### src/rtl/fetch_stage_pkg.sv
// Shared definitions for the fetch stage and the IF/ID register.
//   - default address/data widths used across pipeline stages
//   - PC increment and NOP encoding
//   - fetch FSM state encoding
package fetch_stage_pkg;

   localparam int unsigned ADDR_W_DEF = 32;
   localparam int unsigned DATA_W_DEF = 32;
   localparam int unsigned PC_INC     = 4;
   localparam logic [31:0] NOP_INSTR  = 32'h0000_0000;

   typedef enum logic [2:0] {
      S_IDLE = 3'd0,
      S_REQ  = 3'd1,
      S_WAIT = 3'd2,
      S_BUF  = 3'd3,
      S_DROP = 3'd4
   } fetch_state_e;

endpackage : fetch_stage_pkg

### src/rtl/fetch_stage_if_id_reg.sv
// IF/ID pipeline register with flush > freeze > load priority.
// Ports:
//   clk, rst_n            clock, asynchronous active-low clear
//   flush                 drop the held instruction (valid <= 0)
//   freeze                hold all fields
//   load                  capture load_pc / load_instr as a live instruction
//   valid, pc, instr      registered IF/ID contents
module if_id_reg
   import fetch_stage_pkg::*;
#(
   parameter int unsigned ADDR_W = ADDR_W_DEF,
   parameter int unsigned DATA_W = DATA_W_DEF
) (
   input  logic              clk,
   input  logic              rst_n,
   input  logic              flush,
   input  logic              freeze,
   input  logic              load,
   input  logic [ADDR_W-1:0] load_pc,
   input  logic [DATA_W-1:0] load_instr,
   output logic              valid,
   output logic [ADDR_W-1:0] pc,
   output logic [DATA_W-1:0] instr
);

   // Data fields only change on a real load; flush and bubbles clear valid alone.
   always_ff @(posedge clk or negedge rst_n) begin
      if (!rst_n) begin
         valid <= 1'b0;
         pc    <= '0;
         instr <= DATA_W'(NOP_INSTR);
      end else if (flush) begin
         valid <= 1'b0;
      end else if (freeze) begin
         valid <= valid;
      end else if (load) begin
         valid <= 1'b1;
         pc    <= load_pc;
         instr <= load_instr;
      end else begin
         valid <= 1'b0;
      end
   end

endmodule : if_id_reg

### src/rtl/fetch_stage.sv
// Instruction-fetch stage: owns the PC, issues one outstanding request at a
// time to a variable-latency instruction memory, parks a response that lands
// during freeze in a one-entry buffer, and squashes in-flight fetches on a
// redirect from EXE.
// Ports:
//   clk, rst_n                      clock, asynchronous active-low reset
//   freeze                          hazard stall, IF/ID holds
//   branch_taken, branch_addr       redirect request and target (bits [1:0] ignored)
//   imem_req, imem_addr             fetch request (decoded from state) and aligned address
//   imem_gnt                        request accepted this cycle
//   imem_rvalid, imem_rdata         fetch response
//   if_id_valid, if_id_pc, if_id_instr  IF/ID register (pc = fetch PC + 4)
module fetch_stage
   import fetch_stage_pkg::*;
#(
   parameter int unsigned       ADDR_W   = ADDR_W_DEF,
   parameter int unsigned       DATA_W   = DATA_W_DEF,
   parameter logic [ADDR_W-1:0] RESET_PC = '0
) (
   input  logic              clk,
   input  logic              rst_n,
   input  logic              freeze,
   input  logic              branch_taken,
   input  logic [ADDR_W-1:0] branch_addr,
   output logic              imem_req,
   output logic [ADDR_W-1:0] imem_addr,
   input  logic              imem_gnt,
   input  logic              imem_rvalid,
   input  logic [DATA_W-1:0] imem_rdata,
   output logic              if_id_valid,
   output logic [ADDR_W-1:0] if_id_pc,
   output logic [DATA_W-1:0] if_id_instr
);

   fetch_state_e      state, state_nxt;
   logic [ADDR_W-1:0] pc;
   logic [ADDR_W-1:0] req_pc;
   logic              buf_valid;
   logic [ADDR_W-1:0] buf_pc;
   logic [DATA_W-1:0] buf_instr;

   logic              grant_c;
   logic              capture_c;
   logic              if_load_c;
   logic              use_buf_c;
   logic [ADDR_W-1:0] if_load_pc_c;
   logic [DATA_W-1:0] if_load_instr_c;
   logic [ADDR_W-1:0] branch_aligned_c;
   logic              unused_addr_lsb;

   assign branch_aligned_c = {branch_addr[ADDR_W-1:2], 2'b00};
   assign imem_addr        = {pc[ADDR_W-1:2], 2'b00};
   assign unused_addr_lsb  = ^{branch_addr[1:0], pc[1:0]};

   // State register
   always_ff @(posedge clk or negedge rst_n) begin
      if (!rst_n) state <= S_IDLE;
      else        state <= state_nxt;
   end

   // Next-state logic; redirect overrides freeze everywhere
   always_comb begin
      state_nxt = state;
      unique case (state)
         S_IDLE: state_nxt = S_REQ;
         S_REQ: begin
            // A grant coinciding with a redirect fetched the stale PC
            if (imem_gnt) state_nxt = branch_taken ? S_DROP : S_WAIT;
         end
         S_WAIT: begin
            if (branch_taken)     state_nxt = imem_rvalid ? S_REQ : S_DROP;
            else if (imem_rvalid) state_nxt = freeze ? S_BUF : S_REQ;
         end
         S_BUF: begin
            if (branch_taken || !freeze) state_nxt = S_REQ;
         end
         S_DROP: begin
            if (imem_rvalid) state_nxt = S_REQ;
         end
         default: state_nxt = S_IDLE;
      endcase
   end

   // Output / control decode
   always_comb begin
      imem_req  = 1'b0;
      grant_c   = 1'b0;
      capture_c = 1'b0;
      if_load_c = 1'b0;
      use_buf_c = 1'b0;
      unique case (state)
         S_REQ: begin
            imem_req = 1'b1;
            grant_c  = imem_gnt;
         end
         S_WAIT: begin
            capture_c = imem_rvalid && freeze && !branch_taken;
            if_load_c = imem_rvalid && !freeze && !branch_taken;
         end
         S_BUF: begin
            use_buf_c = 1'b1;
            if_load_c = buf_valid && !freeze && !branch_taken;
         end
         default: ;
      endcase
   end

   assign if_load_pc_c    = use_buf_c ? buf_pc    : req_pc + ADDR_W'(PC_INC);
   assign if_load_instr_c = use_buf_c ? buf_instr : imem_rdata;

   // PC, in-flight fetch PC and the one-entry freeze buffer
   always_ff @(posedge clk or negedge rst_n) begin
      if (!rst_n) begin
         pc        <= {RESET_PC[ADDR_W-1:2], 2'b00};
         req_pc    <= '0;
         buf_valid <= 1'b0;
         buf_pc    <= '0;
         buf_instr <= DATA_W'(NOP_INSTR);
      end else begin
         if (branch_taken) pc <= branch_aligned_c;
         else if (grant_c) pc <= pc + ADDR_W'(PC_INC);

         if (grant_c) req_pc <= pc;

         if (branch_taken) begin
            buf_valid <= 1'b0;
         end else if (capture_c) begin
            buf_valid <= 1'b1;
            buf_pc    <= req_pc + ADDR_W'(PC_INC);
            buf_instr <= imem_rdata;
         end else if (if_load_c && use_buf_c) begin
            buf_valid <= 1'b0;
         end
      end
   end

   if_id_reg #(
      .ADDR_W (ADDR_W),
      .DATA_W (DATA_W)
   ) u_if_id_reg (
      .clk        (clk),
      .rst_n      (rst_n),
      .flush      (branch_taken),
      .freeze     (freeze),
      .load       (if_load_c),
      .load_pc    (if_load_pc_c),
      .load_instr (if_load_instr_c),
      .valid      (if_id_valid),
      .pc         (if_id_pc),
      .instr      (if_id_instr)
   );

endmodule : fetch_stage

### config.mk
export PLATFORM = sky130hd
export DESIGN_NAME = fetch_stage
export DESIGN_NICKNAME = d
export VERILOG_FILES = /design/src/rtl/fetch_stage_pkg.sv /design/src/rtl/fetch_stage_if_id_reg.sv /design/src/rtl/fetch_stage.sv
export SDC_FILE = /design/constraint.sdc
export NUM_CORES = 1
export LEC_CHECK = 0
export CAP_MARGIN = 25
export CORE_UTILIZATION = 30
export DETAILED_ROUTE_END_ITERATION = 6
export PLACE_DENSITY_LB_ADDON = 0.05
export SYNTH_ARGS = -nofsm -noshare
export SYNTH_HDL_FRONTEND = slang
export SYNTH_SLANG_ARGS = --single-unit
### constraint.sdc
create_clock -name clk -period 2.2 [get_ports clk]
set_clock_uncertainty 0.2 [all_clocks]
set_input_delay 0.33 -clock clk [delete_from_list [all_inputs] [get_ports clk]]
set_output_delay 0.33 -clock clk [all_outputs]
set_load 0.02 [all_outputs]
==> run metrics <==
Flop pwr share 41.5%; area leader, netlist dfrtp_1; Reg-to-Reg Start state[2]; clk_lat worst skew 0.43 ns; die span in y 172 um; Max-slew headroom 59.2%; Clock Power Share 22.6%; minimum clock period 2.14 ns; drc violations 0; diode count 0; cells on worst reg2reg path 7; final slew viol count 0; CTS Buf Count 17; Worst R2R End u_if_id_reg.pc[8]; Crit Path Category reg -> out; internal power 8.60 mW; Max Root-Sink Buffers 2; GRT Total Usage 16.9%; final setup vio count 0; Starting Density 30.9%; Ys Warns 0; DR iter-0 viols 495; Final Hold Fails 0; Vias 7188; synth-to-layout area growth 37.4%; CTS clk-pin slew, worst paths 0.08 ns; die area 29600 sq um; largest net degree at the start of global routing 65; Mapped Cells 984; VDD IR max 0.494 mV; vias in the first global route 7143; Sw Share 37.0%; Final Instance Count excl. Fillers 1574; Startpoint Class flip-flop; GPL Wtd Cong 0.739; IO buf count 161; Fillers 2866; Pleak 5.27 nW; root buf cell clkbuf_16; top post-synthesis cells by area dfrtp_1, nand2_1, o21ai_0, xor2_1, nor2_1; CTS H-tree lvls 4; Routed WL 24.0 mm; share of cells above drive strength 1 11.4%; die width 172 um; synthesized area 8670 sq um; row cnt 61; P_sw 5.05 mW; top_reg_cell synth dfrtp_1; vias per cell 4.57; EDFF count, synth 0; dpl hpwl 16.7 mm; Unique masters post-synth 47; post-route ant nets 0; Synth top area share 54.5%; Power Dens Cells 1150 nW/um^2; Slew @ Worst Pin 0.611 ns; CORE AREA 28100 sq um; final period utilization 97.0%; I/O Pins 168; dpl cells 1537; wire per inst 15.3 um; CTS sink count 189; min-delay worst type in -> async; Crit Path Max Fanout 5; Avg Cell Area, Syn 8.81 sq um; initial antenna violation count 0; Comb pwr share 35.9%; outcome finished clean; most frequent cells in the layout nand2_1, dfrtp_1, clkdlybuf4s50_1, o21ai_0, buf_4; MaxCap Viol Count 0; Overflow after GRT 0; first-pass GRT wire length 38.9 mm; Final Power 13.6 mW; ys async rst share 100%; most common cell after layout, fill and taps aside nand2_1; RSZ-0062 raised after global routing no; sequential area share after synthesis 54.5%; NumNets Final 1255; multi-input combinational cell area 3710 sq um; fmax 468 MHz; drt first pass iters 4; Worst EP required 1.67 ns; Arrival @ worst endpoint 1.61 ns; FF-to-FF setup slack 0.10 ns; TritonCTS clock tree done; synthesis-stage register bit count 189; Crit. End Element output port; Reg area 4730 sq um
-- cells by family after synthesis --
logic type | Yosys count | synth area share (%)
buf+inv | 73 | 3.87
simple gates | 499 | 24.7
flops | 189 | 54.5
fa+ha+maj | 2 | 0.288
mux | 1 | 0.115
other cells | 1 | 0.0432
compound gates | 162 | 10.7
xor+xnor | 57 | 5.76
-- Yosys cell counts, types with 2 or more instances --
cell type and count:
nor3_1 17, o211ai_1 3, a22oi_1 14, clkbuf_1 41, buf_2 13, and4_1 2, o21ai_1 11, o31ai_1 4
inv_1 9, or4_1 2, a21o_1 4, or3_1 3, dfrtp_1 189, nand2_1 334, o21a_1 3, nor4_1 5
nand4_1 20, xnor2_1 25, buf_6 2, nor3_2 2, and3_1 8, buf_4 8, ha_1 2, nand3_1 28
o21ai_0 75, a211oi_1 4, nor2b_1 3, a21oi_1 11, a31oi_1 33, xor2_1 32, nor2_1 61
-- worst max-delay path by stage --
stage	start	end	slack, ns	depth (start not counted)
finish	pc[18]	imem_addr[18]	0.06	2
floorplan	pc[5]	pc[29]	0.15	7
CTS	state[2]	imem_req	0.004	3
global placement	imem_gnt	pc[24]	-0.24	6
global route	state[1]	u_if_id_reg.instr[24]	0.001	8
detailed placement	imem_gnt	pc[24]	-0.29	6
-- flip-flops by register name, indices dropped and copies added (netlist names), 3 cells and up --
register and flops:
u_if_id_reg.pc 30, u_if_id_reg.instr 32, state 3, req_pc 30, buf_instr 32, buf_pc 30
pc 30
-- layer usage --
layer	share of wire, %	track usage (%)	up-vias	routed length, um
li1	-	-	3668	-
met1	50	24.3	3362	12100
met2	45	26.3	147	10800
met3	4.0	3.02	11	952
met4	0.68	3.50	0	163
met5	0	0	-	0
-- critical path, stage by stage (launching register included) --
cell             delay (ns)
dfrtp_1                0.39
buf_4                  0.18
clkdlybuf4s50_1        0.61
-- through the flow --
stage / util (%) / setup slack [ns] / setup TNS, ns / instance area [sq um] / hold WS, ns
2_1_floorplan: - / 0.152 / 0 / 8680 / -0.166
3_3_place_gp: 39.9 / -0.238 / -2.84 / 11200 / 0.113
3_5_place_dp: 39.9 / -0.293 / -3.73 / 11200 / 0.112
4_1_cts: 42.0 / 0.00447 / 0 / 11800 / 0.219
5_1_grt: 42.4 / 0.000971 / 0 / 11900 / 0.214
6_report: 42.4 / 0.0650 / 0 / 11900 / 0.196
-- power by group through the flow --
stage / logic (mW) / registers [mW] / clock network (mW)
floorplan: 1.91 / 6.30 / 0
global placement: 4.87 / 5.72 / 0
detailed placement: 4.91 / 5.74 / 0
CTS: 4.92 / 5.68 / 3.19
global route: 5.46 / 5.88 / 3.32
finish: 4.90 / 5.66 / 3.08
-- final cells by class --
type | instances | area share [%]
Clock buffer | 18 | 3.68
Timing Repair Buffer | 241 | 19.9
Clock inverter | 14 | 1.27
Multi-Input combinational cell | 725 | 31.2
Inverter | 9 | 0.283
Sequential cell | 189 | 39.7
Tap cell | 378 | 3.97
-- what timing repair did --
item	4_1_cts	5_1_grt
resized for setup	3	18
gates cloned	0	1
endpoints found under the setup margin	5	54
endpoints found under the hold margin	41	0
hold buffers	1	0
buffers inserted	0	3
pin swaps	1	2
Note: power is estimated with default switching activity, not from simulation.
